<file path="src/rtl/mem_bus_arbiter.sv">
// N-master arbiter for the PicoRV32 native memory interface: one slave shared by
// several masters, fixed or round-robin priority, per-transaction timeout.
module mem_bus_arbiter #(
    parameter int          NUM_MASTERS = 2,
    parameter int          RR_MODE     = 0,
    parameter int          TIMEOUT     = 255,
    parameter logic [31:0] ERR_RDATA   = 32'hDEAD_BEEF,
    parameter int          IDX_W       = $clog2(NUM_MASTERS)
) (
    input  logic                     clk,
    input  logic                     reset_n,
    input  logic [NUM_MASTERS-1:0]   m_valid,
    input  logic [NUM_MASTERS-1:0]   m_instr,
    input  logic [32*NUM_MASTERS-1:0] m_addr,
    input  logic [32*NUM_MASTERS-1:0] m_wdata,
    input  logic [4*NUM_MASTERS-1:0] m_wstrb,
    output logic [NUM_MASTERS-1:0]   m_ready,
    output logic [31:0]              m_rdata,
    output logic                     s_valid,
    output logic                     s_instr,
    output logic [31:0]              s_addr,
    output logic [31:0]              s_wdata,
    output logic [3:0]               s_wstrb,
    input  logic                     s_ready,
    input  logic [31:0]              s_rdata,
    output logic [IDX_W-1:0]         grant_idx,
    output logic                     busy,
    output logic                     timeout_err
);

    localparam int CNT_W = (TIMEOUT > 1) ? $clog2(TIMEOUT) : 1;

    typedef enum logic [1:0] {IDLE, BUSY, DONE} state_t;

    typedef struct packed {
        logic        instr;
        logic [31:0] addr;
        logic [31:0] wdata;
        logic [3:0]  wstrb;
    } req_t;

    state_t                 state;
    logic [CNT_W-1:0]       cnt;
    logic [IDX_W-1:0]       rr_ptr;
    logic [NUM_MASTERS-1:0] above, hi_req, pick_req, win_oh;
    logic [IDX_W-1:0]       win_idx;
    req_t                   win_req;

    // Round-robin: requesters above the pointer go first; if none, the lowest
    // requester overall wins, which is the wrap-around case.
    assign hi_req   = m_valid & above;
    assign pick_req = (|hi_req) ? hi_req : m_valid;
    assign win_oh   = pick_req & (~pick_req + NUM_MASTERS'(1));

    for (genvar g = 0; g < NUM_MASTERS; g++) begin : g_m
        req_t             req, acc_req;
        logic [IDX_W-1:0] acc_idx;
        assign above[g] = (RR_MODE != 0) && (IDX_W'(g) > rr_ptr);
        assign req = '{instr: m_instr[g], addr: m_addr[32*g +: 32],
                       wdata: m_wdata[32*g +: 32], wstrb: m_wstrb[4*g +: 4]};
        if (g == 0) begin : g_first
            assign acc_req = win_oh[g] ? req : '0;
            assign acc_idx = '0;
        end else begin : g_rest
            assign acc_req = g_m[g-1].acc_req | (win_oh[g] ? req : '0);
            assign acc_idx = g_m[g-1].acc_idx | (win_oh[g] ? IDX_W'(g) : '0);
        end
    end

    assign win_req = g_m[NUM_MASTERS-1].acc_req;
    assign win_idx = g_m[NUM_MASTERS-1].acc_idx;
    assign busy    = (state != IDLE);

    always_ff @(posedge clk) begin
        if (!reset_n) begin
            state       <= IDLE;
            cnt         <= '0;
            rr_ptr      <= IDX_W'(NUM_MASTERS - 1);
            m_ready     <= '0;
            m_rdata     <= '0;
            s_valid     <= 1'b0;
            s_instr     <= 1'b0;
            s_addr      <= '0;
            s_wdata     <= '0;
            s_wstrb     <= '0;
            grant_idx   <= '0;
            timeout_err <= 1'b0;
        end else begin
            case (state)
                IDLE: begin
                    if (|m_valid) begin
                        s_instr   <= win_req.instr;
                        s_addr    <= win_req.addr;
                        s_wdata   <= win_req.wdata;
                        s_wstrb   <= win_req.wstrb;
                        grant_idx <= win_idx;
                        rr_ptr    <= win_idx;
                        s_valid   <= 1'b1;
                        cnt       <= '0;
                        state     <= BUSY;
                    end
                end
                BUSY: begin
                    cnt <= cnt + CNT_W'(1);
                    // s_ready takes precedence over an expiring timeout
                    if (s_ready) begin
                        m_rdata <= s_rdata;
                        m_ready <= NUM_MASTERS'(1) << grant_idx;
                        s_valid <= 1'b0;
                        state   <= DONE;
                    end else if (TIMEOUT != 0 && cnt == CNT_W'(TIMEOUT - 1)) begin
                        m_rdata     <= ERR_RDATA;
                        m_ready     <= NUM_MASTERS'(1) << grant_idx;
                        s_valid     <= 1'b0;
                        timeout_err <= 1'b1;
                        state       <= DONE;
                    end
                end
                DONE: begin
                    // no arbitration here so a finished master's stale m_valid is not re-granted
                    m_ready <= '0;
                    state   <= IDLE;
                end
                default: state <= IDLE;
            endcase
        end
    end

endmodule

</file>
<file path="config.mk">
export PLATFORM = sky130hd
export DESIGN_NAME = mem_bus_arbiter
export DESIGN_NICKNAME = d
export VERILOG_FILES = /design/src/rtl/mem_bus_arbiter.sv
export SDC_FILE = /design/constraint.sdc
export NUM_CORES = 1
export LEC_CHECK = 0
export BUFFER_PORTS_ARGS = -buffer_cell sky130_fd_sc_hd__buf_4
export CAP_MARGIN = 20
export CORE_ASPECT_RATIO = 0.6
export CORE_MARGIN = 10
export CORE_UTILIZATION = 42
export DETAILED_ROUTE_END_ITERATION = 10
export GPL_TIMING_DRIVEN = 0
export MAX_ROUTING_LAYER = met4
export PLACE_DENSITY = 0.84
export SETUP_SLACK_MARGIN = 0.15
export SKIP_CTS_REPAIR_TIMING = 1
export SKIP_LAST_GASP = 1
export SLEW_MARGIN = 20
export SYNTH_ARGS = -nofsm -noshare
export SYNTH_HDL_FRONTEND = slang
export SYNTH_SLANG_ARGS = --single-unit
</file>
<file path="constraint.sdc">
create_clock -name clk -period 1.82 [get_ports clk]
set_input_delay 0.546 -clock clk [delete_from_list [all_inputs] [get_ports clk]]
set_output_delay 0.546 -clock clk [all_outputs]
set_load 0.01 [all_outputs]
</file>
==> results of run 1 <==
-- routing by layer --
metal	part of all wire, %	GRT usage (%)	vias to the layer above
li1	-	-	2285
met1	40	27.70	2347
met2	49	38.87	312
met3	9.0	5.982	24
met4	1.6	9.285	0
met5	0	-	-
-- worst paths after layout --
path / start / end / slack, ns / depth (start not counted)
min: s_rdata[24] / m_rdata[24] / 0.39 / 3
max: state[0] / busy / 0.14 / 3
min reg2reg: m_rdata[29] / m_rdata[29] / 0.48 / 2
max reg2reg: cnt[0] / m_rdata[1] / 0.20 / 6
-- state kept, by name (all words and copies together), names as in the netlist --
register	count
cnt	8
grant_idx	1
m_rdata	32
m_ready	2
s_addr	32
s_instr	1
s_valid	1
s_wdata	32
s_wstrb	4
state	2
timeout_err	1
-- cell families (layout without fill, tap and decap cells) --
kind of cell / after synthesis / after routing
AO/OA/AOI/OAI: 128 / 128
multiplexers: 1 / 1
XOR/XNOR: 1 / 1
adder cells (fa/ha/maj): 2 / 2
buffers and inverters: 48 / 361
flip-flops: 116 / 116
AND/OR/NAND/NOR: 135 / 135
other: 0 / 1
-- Yosys cell counts, drive strengths merged (2+ instances only) --
library cell,n,area [um^2]
o21ai,14,70.06
o221a,24,270.3
dfxtp,116,2322
nand3b,2,15.01
inv,3,11.26
a221oi,13,113.9
buf,17,91.34
ha,2,25.02
clkbuf,28,106.4
and2,3,18.77
nand2b,3,18.77
nor2,78,297.8
nor3,19,95.09
nand4,2,12.51
a31oi,4,25.02
a222oi,56,560.5
nor2b,2,12.51
nand2,14,52.55
nand3,7,35.03
a21oi,15,75.07
-- power groups by stage --
stage          Sequential (mW)  Clock, mW  Combinational (mW)
5_1_grt                   2.88       3.93                1.50
4_1_cts                   2.86       3.82                1.37
2_1_floorplan             2.98          0               0.503
3_5_place_dp              2.91          0                1.36
6_report                  2.87       3.78                1.40
3_3_place_gp              2.90          0                1.33
-- cell type report --
type                            instances  area, um^2  share of cell area (%)
Timing Repair Buffer                  281        2113                   28.81
Clock inverter                         13       230.2                   3.138
Multi-Input combinational cell        267        1813                   24.71
Inverter                                3       11.26                  0.1535
Clock buffer                           19       442.9                   6.038
Buffer                                 45       224.0                   3.053
Tap cell                              135       168.9                   2.303
Sequential cell                       116        2330                   31.76
Antenna cell                            1       2.502                 0.03411
-- critical path, delay by kind of cell, from the launching register on --
family / cells / cell delay (ns)
buffers and inverters: 2 / 0.21
DFF: 1 / 0.36
and+or+nand+nor: 1 / 0.16
-- metrics by stage --
stage / cells / TNS [ns] / setup slack [ns] / power (mW) / util, %
global route: 880 / 0 / 0.07186 / 8.313 / 73.73
detailed placement: 846 / -5.662 / -0.2021 / 4.268 / 66.34
floorplan: 431 / 0 / 0.1808 / 3.481 / -
global placement: 846 / -3.503 / -0.1248 / 4.226 / 66.34
CTS: 878 / 0 / 0.01108 / 8.048 / 73.10
finish: 880 / 0 / 0.1429 / 8.041 / 73.73
==> Flow_metrics.wiki, run 1 <==
{| class="wikitable"
! Metric !! Value
|-
| Crit path arrival time || 1.13 ns
|-
| Hold slack || 0.3915 ns
|-
| Post-synth EDFFs || 0
|-
| Starting density of the core || 43.51%
|-
| Top-level I/O count || 282
|-
| IO buf count || 280
|-
| Slew HR || 61.56%
|-
| Cell at the root of the clock tree || sky130_fd_sc_hd__clkbuf_16
|-
| Post-route fraction of the period consumed by the critical path || 92.15%
|-
| Startpoint Class || register
|-
| Hold Fails Final Rpt || 0
|-
| Sink Count || 116
|-
| Routability congestion estimate from global placement || 0.9412
|-
| Netlist area before placement || 0.004329 mm^2
|-
| H-tree levels || 4
|-
| Area growth syn-to-layout || 69.45%
|-
| Total cell area at the placement stage || 0.006600 mm^2
|-
| Main combinational cell family by area after synthesis || compound AO/OA/AOI/OAI gates
|-
| Commonest cells after routing, fill and taps aside || sky130_fd_sc_hd__buf_4, sky130_fd_sc_hd__dfxtp_1, sky130_fd_sc_hd__nor2_1
|-
| Number of storage elements in the synthesis netlist || 116
|-
| Worst Clk Skew || 0.008676 ns
|-
| Mux share of post-synthesis cell area || 0.2312%
|-
| Slowest cell on the critical path || sky130_fd_sc_hd__dfxtp_4
|-
| Placeable core region || 0.009950 mm^2
|-
| Combined global-route utilization of all metal layers || 23.85%
|-
| Status || finished clean
|-
| Number of CTS-inserted buffers || 17
|-
| Register clock-pin slew on the reported worst setup and hold paths || 0.06 ns
|-
| Relative contribution of sequential cells to total power || 35.6%
|-
| Pin count of the biggest net entering global routing || 17
|-
| Vias per cell || 5.645
|-
| Syn Area/Cell || 10.04 um^2
|-
| Die Ht || 98.64 um
|-
| Leading cell type in the layout, fill and taps excluded || sky130_fd_sc_hd__buf_4
|-
| Switching pwr || 1.972 mW
|-
| Lkg Pwr || 3.337 nW
|-
| Grt total ovfl || 0
|-
| Cell count after synthesis || 431
|-
| Total non-filler cell area in the finished layout || 0.007336 mm^2
|-
| Critical path required time || 1.27 ns
|-
| XOR/XNOR share of the synthesized area || 0.2023%
|-
| Asr flop ratio synth || 0%
|-
| Share of post-route cells with drive strength above 1 || 50.13%
|-
| Number of global-route vias before repair || 4996
|-
| Shortest clock period the worst path allows after layout || 1.677 ns
|-
| Ordered cell list for the critical path || nor2_4 > inv_2 > buf_6
|-
| Antenna violations before repair || 1
|-
| Number of max-cap violations || 0
|-
| Number of placement rows || 28
|-
| Part of the Yosys area used for sequential elements || 53.64%
|-
| Internal portion of total power || 6.069 mW
|-
| Setup-failing EPs final || 0
|-
| Switching power share of the total || 24.52%
|-
| RSZ-0062 raised after global routing || yes
|-
| Remaining antenna violation count || 0
|-
| X dimension of the die || 151.1 um
|-
| Gate power share || 17.4%
|-
| Top_reg_cell synth || sky130_fd_sc_hd__dfxtp_1
|-
| Maximum fanout count along the critical path || 6
|-
| Post-Synthesis Net Count || 608
|-
| Detailed placement HPWL || 14690 um
|-
| Adder-cell share of the synthesized area || 0.5780%
|-
| Worst path max stage delay || 0.36 ns
|-
| Die area || 0.01490 mm^2
|-
| Slew of the pin with the lowest slew margin || 0.5765 ns
|-
| Total count of max-transition violations in the final report || 0
|-
| Routed wire length per instance || 21.33 um
|-
| Worst Setup End Kind || output pin
|-
| Worst min path class || input port to register
|-
| Distinct cell type count of the synthesized netlist || 36
|-
| Critical path start-end classification || register to output pin
|-
| CTS tree || yes
|-
| Clk Latency, worst-skew pair || 0.41 ns
|-
| Detailed Route WL || 18770 um
|-
| Number of detailed-routing iterations run before antenna repair || 10
|-
| Power Density || 1096 mW/mm^2
|-
| Buffer depth of the longest clock path || 2
|-
| Fraction of the mapped netlist area in compound gates || 26.56%
|-
| Worst ir drop on vdd || 789.4 uV
|-
| Ys Warns || 0
|-
| FILL cells || 736
|-
| Max Fclk || 596.3 MHz
|-
| Routed vias || 4968
|-
| Starting DRT DRC Count || 516
|-
| DRC || 0
|-
| Synthesized-area fraction occupied by and/or/nand/nor cells || 13.96%
|-
| Final #Nets || 908
|-
| Relative contribution of the clock network to total power || 47.0%
|-
| First-pass GRT wire length || 27220 um
|}
No activity file was read; power rests on OpenSTA's default activity.
==> inputs of run 2 (changes only) <==
- CORE_UTILIZATION: 42 -> 47
- CTS_BUF_LIST: default -> sky130_fd_sc_hd__clkbuf_8
- PLACE_DENSITY: 0.84 -> 0.92
- clock period: 1.82 -> 1.99 ns (I/O delays scaled with it)
==> Flow_metrics.wiki, run 2 (synthesis results as in run 1) <==
{| class="wikitable"
! Metric !! Value
|-
| Combined global-route utilization of all metal layers || 28.19% (+4.3 points)
|-
| Final core area utilization || 77.41% (+3.7 points)
|-
| Buffer depth of the longest clock path || 2 (unchanged)
|-
| Cell at the root of the clock tree || sky130_fd_sc_hd__clkbuf_8
|-
| Total buffers and inverters traversed by the critical path || 2 (unchanged)
|-
| Clk Latency, worst-skew pair || 0.42 ns (about the same)
|-
| Critical path required time || 1.39 ns (+0.12 ns)
|-
| Non-filler instance count after layout || 861 (-2.2%)
|-
| Status || finished, violations left
|-
| H-tree levels || 4 (unchanged)
|-
| Leading cell type in the layout, fill and taps excluded || sky130_fd_sc_hd__buf_4
|-
| Relative contribution of sequential cells to total power || 42.1% (+6.5 points)
|-
| Area growth syn-to-layout || 62.49%
|-
| Register clock-pin slew on the reported worst setup and hold paths || 0.07 ns (about the same)
|-
| Antenna violations before repair || 0 (-1)
|-
| Hold slack || 0.4332 ns (+0.04175 ns)
|-
| Gate power share || 20.6% (+3.2 points)
|-
| Hold Fails Final Rpt || 0 (unchanged)
|-
| Internal portion of total power || 4.510 mW (-26%)
|-
| Switching pwr || 1.715 mW (-13%)
|-
| Placeable core region || 0.009087 mm^2 (-8.7%)
|-
| DRC || 7 (+7)
|-
| Total count of max-transition violations in the final report || 0 (unchanged)
|-
| Post-route fraction of the period consumed by the critical path || 88.64%
|-
| Detailed Route WL || 19450 um (+3.6%)
|-
| Slowest cell on the critical path || sky130_fd_sc_hd__dfxtp_4
|-
| Remaining antenna violation count || 0 (unchanged)
|-
| Number of CTS-inserted buffers || 17 (unchanged)
|-
| Number of max-cap violations || 0 (unchanged)
|-
| Startpoint Class || register
|-
| Grt total ovfl || 0 (unchanged)
|-
| Die Ht || 94.34 um (-4.4%)
|-
| Number of detailed-routing iterations run before antenna repair || 11 (+1)
|-
| Final #Nets || 909 (+0.11%)
|-
| Setup-failing EPs final || 0 (unchanged)
|-
| Routed vias || 5193 (+4.5%)
|-
| CTS tree || yes
|-
| Sink Count || 116 (unchanged)
|-
| RSZ-0062 raised after global routing || no
|-
| Largest delay contributor family on the critical path || flip-flops
|-
| Switching power share of the total || 27.55% (+3.0 points)
|-
| Max Fclk || 566.9 MHz
|-
| Starting density of the core || 47.64% (+4.1 points)
|-
| Share of post-route cells with drive strength above 1 || 49.40% (-0.74 points)
|-
| DP Cell Count || 827 (-2.2%)
|-
| Worst ir drop on vdd || 612.6 uV (-22%)
|-
| Ordered cell list for the critical path || nor2_4 > inv_2 > buf_4
|-
| IO buf count || 280 (unchanged)
|-
| Shortest clock period the worst path allows after layout || 1.764 ns
|-
| Commonest cells after routing, fill and taps aside || sky130_fd_sc_hd__buf_4, sky130_fd_sc_hd__dfxtp_1, sky130_fd_sc_hd__nor2_1
|-
| Number of inserted diodes || 0 (-1)
|-
| FILL cells || 638 (-13%)
|-
| Critical path start-end classification || register to output pin
|-
| Lkg Pwr || 3.217 nW (-3.6%)
|-
| Slew HR || 45.78% (-16 points)
|-
| Number of global-route vias before repair || 5203 (+4.1%)
|-
| Worst Clk Skew || 0.009216 ns (+0.0005400 ns)
|-
| Relative contribution of the clock network to total power || 37.3% (-9.7 points)
|-
| Number of placement rows || 27 (-3.6%)
|-
| Pin count of the biggest net entering global routing || 17 (unchanged)
|-
| Violated checks || DRC
|-
| Worst Setup End Kind || output pin
|-
| Routability congestion estimate from global placement || 0.9453 (+0.44%)
|-
| Maximum fanout count along the critical path || 7 (+1)
|-
| Crit path arrival time || 1.17 ns (+0.04 ns)
|-
| Largest registers ranked by flip-flop count || m_rdata: 32 flops, s_addr: 32 flops, s_wdata: 32 flops
|-
| Slew of the pin with the lowest slew margin || 0.8132 ns (+0.2367 ns)
|-
| Storage cell area || 0.002328 mm^2 (about the same)
|-
| Routed wire length per instance || 22.59 um (+5.9%)
|-
| Top-level I/O count || 282 (unchanged)
|-
| Vias per cell || 6.031 (+6.8%)
|-
| Power Density || 884.9 mW/mm^2 (-19%)
|-
| Worst min path class || input port to register
|-
| Starting DRT DRC Count || 758 (+47%)
|-
| Total non-filler cell area in the finished layout || 0.007034 mm^2 (-4.1%)
|-
| Worst path max stage delay || 0.37 ns (about the same)
|-
| Detailed placement HPWL || 15500 um (+5.5%)
|-
| Die area || 0.01358 mm^2 (-8.9%)
|-
| Area of the multi-input gates || 0.001803 mm^2 (-0.55%)
|-
| Total Power Consumption || 6.225 mW (-23%)
|-
| First-pass GRT wire length || 28950 um (+6.4%)
|-
| Total cell area at the placement stage || 0.006576 mm^2 (-0.36%)
|-
| X dimension of the die || 143.9 um (-4.7%)
|}
run 2: changes by cell type in the layout (fill, tap and decap cells not counted), sizes merged:
cell / previous run / this run
buf: 302 / 296
clkbuf: 43 / 48
clkinv: 4 / 7
bufinv: 6 / 4
clkinvlp: 3 / 4
diode: 1 / 0
run 2: cell type report:
class	count	area share, %
Clock buffer	17	3.326
Timing Repair Buffer	282	30.10
Clock inverter	15	2.686
Buffer	45	2.935
Inverter	3	0.1601
Multi-Input combinational cell	267	25.63
Sequential cell	116	33.10
Tap cell	116	2.063
run 2: metrics by stage:
step,setup TNS [ns],worst slack [ns]
2_1_floorplan,0,0.2998
3_3_place_gp,-0.2804,-0.02025
3_5_place_dp,-2.637,-0.1395
4_1_cts,0,0.09557
5_1_grt,0,0.1493
6_report,0,0.2260
run 2: worst min-delay path, delay by kind of cell:
kind            cells  cell delay, ns
buf+inv             1            0.11
simple gates        1            0.05
compound gates      1            0.05
run 2: path summary, 6_finish.rpt:
kind,slack (ns),startpoint,cells after the start,to
hold / removal,0.43,s_rdata[14],3,m_rdata[14]
setup / recovery,0.23,state[0],3,busy
hold reg to reg,0.48,m_rdata[4],2,m_rdata[4]
setup reg to reg,0.24,cnt[2],5,m_ready[0]
run 2: layer usage:
| metal | vias up | track usage [%] | share of wire (%) |
|---|---|---|---|
| met3 | 45 | 9.273 | 9.6 |
| met2 | 318 | 46.27 | 49 |
| met5 | - | - | 0 |
| li1 | 2287 | - | - |
| met1 | 2543 | 31.71 | 39 |
| met4 | 0 | 10.24 | 3.0 |
run 2: power groups by stage:
stage | registers (mW) | clock network, mW | logic [mW]
floorplan | 2.72 | 0 | 0.460
global placement | 2.65 | 0 | 1.21
detailed placement | 2.66 | 0 | 1.26
CTS | 2.61 | 2.34 | 1.27
global route | 2.63 | 2.47 | 1.38
finish | 2.62 | 2.32 | 1.28
==> inputs of run 3 (changes only) <==
- CORE_UTILIZATION: 47 -> 43
- PLACE_DENSITY: 0.92 -> 0.85
- clock period: 1.99 -> 1.75 ns (I/O delays scaled with it)
==> Flow_metrics.wiki, run 3 (synthesis results as in run 1) <==
{| class="wikitable"
! Metric !! Value
|-
| Launch point of the worst reg-to-reg path || cnt[0]
|-
| Remaining antenna violation count || 0 (unchanged)
|-
| Setup total negative slack || 0 ns (unchanged)
|-
| Die Ht || 97.72 um (+3.6%)
|-
| Critical path start-end classification || register to output pin
|-
| Share of post-route cells with drive strength above 1 || 52.12% (+2.7 points)
|-
| Number of global-route vias before repair || 5108 (-1.8%)
|-
| Number of CTS-inserted buffers || 17 (unchanged)
|-
| Number of inserted diodes || 0 (unchanged)
|-
| Power Density || 947.5 mW/mm^2 (+7.1%)
|-
| Buffer depth of the longest clock path || 2 (unchanged)
|-
| Reg-to-reg slack, setup || 0.14 ns (-0.10 ns)
|-
| Sink Count || 116 (unchanged)
|-
| Number of detailed-routing iterations run before antenna repair || 9 (-2)
|-
| Worst ir drop on vdd || 591.1 uV (-3.5%)
|-
| Storage cell area || 0.002342 mm^2 (+0.59%)
|-
| Area of the multi-input gates || 0.001826 mm^2 (+1.2%)
|-
| Status || finished clean
|-
| Antenna violations before repair || 0 (unchanged)
|-
| Vias per cell || 5.665 (-6.1%)
|-
| Max Fclk || 587.3 MHz
|-
| Post-route fraction of the period consumed by the critical path || 97.30%
|-
| Register clock-pin slew on the reported worst setup and hold paths || 0.08 ns (about the same)
|-
| Placeable core region || 0.009844 mm^2 (+8.3%)
|-
| Commonest cells after routing, fill and taps aside || sky130_fd_sc_hd__buf_4, sky130_fd_sc_hd__dfxtp_1, sky130_fd_sc_hd__nor2_1
|-
| Starting density of the core || 43.98% (-3.7 points)
|-
| Grt total ovfl || 0 (unchanged)
|-
| FILL cells || 741 (+16%)
|-
| Die area || 0.01461 mm^2 (+7.6%)
|-
| Final core area utilization || 72.95% (-4.5 points)
|-
| Detailed Route WL || 19280 um (-0.90%)
|-
| Number of placement rows || 28 (+3.7%)
|-
| Hold Fails Final Rpt || 0 (unchanged)
|-
| IO buf count || 280 (unchanged)
|-
| Startpoint Class || register
|-
| Shortest clock period the worst path allows after layout || 1.703 ns
|-
| DP Cell Count || 846 (+2.3%)
|-
| Final #Nets || 918 (+0.99%)
|-
| Slew of the pin with the lowest slew margin || 0.5378 ns (-0.2754 ns)
|-
| Number of cells on the worst hold path || 3 (unchanged)
|-
| Routed vias || 5036 (-3.0%)
|-
| Routed wire length per instance || 21.68 um (-4.0%)
|-
| Maximum fanout count along the critical path || 4 (-3)
|-
| Worst R2R End || m_ready[1]
|-
| DRC || 0 (-7)
|-
| Worst min path class || input port to register
|-
| Starting DRT DRC Count || 518 (-32%)
|-
| Setup-failing EPs final || 0 (unchanged)
|-
| Worst Setup End Kind || output pin
|-
| Least setup slack across all paths after layout || 0.04718 ns (-0.1788 ns)
|-
| Detailed placement HPWL || 14780 um (-4.6%)
|-
| Crit path arrival time || 1.18 ns (about the same)
|-
| Total Power Consumption || 6.805 mW (+9.3%)
|-
| DP Worst Slack || -0.1469 ns (-0.007325 ns)
|-
| Clk Latency, worst-skew pair || 0.43 ns (about the same)
|-
| Startpoint of the most critical hold path || s_rdata[29]
|-
| Lkg Pwr || 3.280 nW (+2.0%)
|-
| Area growth syn-to-layout || 65.90%
|-
| Capture endpoint of the worst hold path || m_rdata[29]
|-
| CTS tree || yes
|-
| Critical path required time || 1.22 ns (-0.17 ns)
|-
| Number of max-cap violations || 0 (unchanged)
|-
| Top-level I/O count || 282 (unchanged)
|-
| Routability congestion estimate from global placement || 0.9044 (-4.3%)
|-
| Cell at the root of the clock tree || sky130_fd_sc_hd__clkbuf_8
|-
| Leading cell type in the layout, fill and taps excluded || sky130_fd_sc_hd__buf_4
|-
| Pin count of the biggest net entering global routing || 17 (unchanged)
|-
| Worst Clk Skew || 0.009753 ns (+0.0005378 ns)
|-
| RSZ-0062 raised after global routing || yes
|-
| Combined global-route utilization of all metal layers || 25.03% (-3.2 points)
|-
| Worst-case reg-to-reg path depth || 7 (+2)
|-
| Non-filler instance count after layout || 889 (+3.3%)
|-
| Total count of max-transition violations in the final report || 0 (unchanged)
|-
| H-tree levels || 4 (unchanged)
|-
| Slew HR || 64.14% (+18 points)
|-
| First-pass GRT wire length || 28390 um (-1.9%)
|-
| Largest registers ranked by flip-flop count || m_rdata: 32 flops, s_addr: 32 flops, s_wdata: 32 flops
|-
| X dimension of the die || 149.5 um (+3.9%)
|}
-- run 3: cell count changes in the layout (fill, tap and decap cells not counted), moves of 2 or more --
| cell | before | now |
|---|---|---|
| sky130_fd_sc_hd__buf_4 | 286 | 296 |
| sky130_fd_sc_hd__buf_6 | 0 | 9 |
| sky130_fd_sc_hd__clkbuf_1 | 23 | 16 |
| sky130_fd_sc_hd__dfxtp_1 | 113 | 108 |
| sky130_fd_sc_hd__buf_2 | 10 | 7 |
| sky130_fd_sc_hd__bufinv_16 | 4 | 1 |
| sky130_fd_sc_hd__clkbuf_2 | 8 | 5 |
| sky130_fd_sc_hd__clkbuf_4 | 0 | 3 |
| sky130_fd_sc_hd__clkinv_4 | 1 | 4 |
| sky130_fd_sc_hd__dfxtp_4 | 1 | 4 |
| sky130_fd_sc_hd__inv_6 | 0 | 3 |
| sky130_fd_sc_hd__clkinv_2 | 6 | 4 |
| sky130_fd_sc_hd__dfxtp_2 | 2 | 4 |
-- run 3: worst max-delay path by stage --
stage	from	to	slack, ns	depth (start not counted)
4_1_cts	state[1]	busy	-0.14	3
2_1_floorplan	m_valid[0]	s_wdata[10]	0.17	6
5_1_grt	state[0]	busy	0.02	3
3_3_place_gp	reset_n	s_addr[1]	-0.13	5
3_5_place_dp	reset_n	s_addr[14]	-0.15	5
6_report	state[0]	busy	0.05	3
-- run 3: routing by layer --
| layer | vias up | routed length, um | track usage (%) |
|---|---|---|---|
| li1 | 2304 | - | - |
| met1 | 2440 | 7648 | 29.25 |
| met2 | 263 | 9657 | 40.60 |
| met3 | 29 | 1613 | 7.256 |
| met4 | 0 | 357 | 7.739 |
| met5 | - | 0 | - |
-- run 3: power by group --
| group | switching [mW] | internal [mW] | total [mW] |
|---|---|---|---|
| Sequential | 0.126 | 2.84 | 2.97 |
| Combinational | 0.722 | 0.800 | 1.52 |
| Clock | 1.19 | 1.13 | 2.32 |
-- run 3: layout make-up --
cell class                 instances  area share [%]
buffer                            45           3.763
inverter                           3          0.1568
clock buffer                      17           3.258
clock inverter                    15           1.864
sequential                       116           32.61
multi-input combinational        267           25.42
tap                              135           2.352
timing repair buffer             291           30.57
-- run 3: worst max-delay path, stage by stage, from the launching register on --
cell and delay [ns]:
sky130_fd_sc_hd__dfxtp_4 0.36, sky130_fd_sc_hd__nor2_4 0.16, sky130_fd_sc_hd__inv_2 0.09, sky130_fd_sc_hd__buf_6 0.13
-- run 3: stage by stage --
step                      hold slack, ns  area, um^2
after CTS                         0.3217        6975
final                             0.3359        7182
after global routing              0.3362        7182
after global placement            0.4523        6608
after floorplan                   0.4621        4337
after detailed placement          0.4607        6608
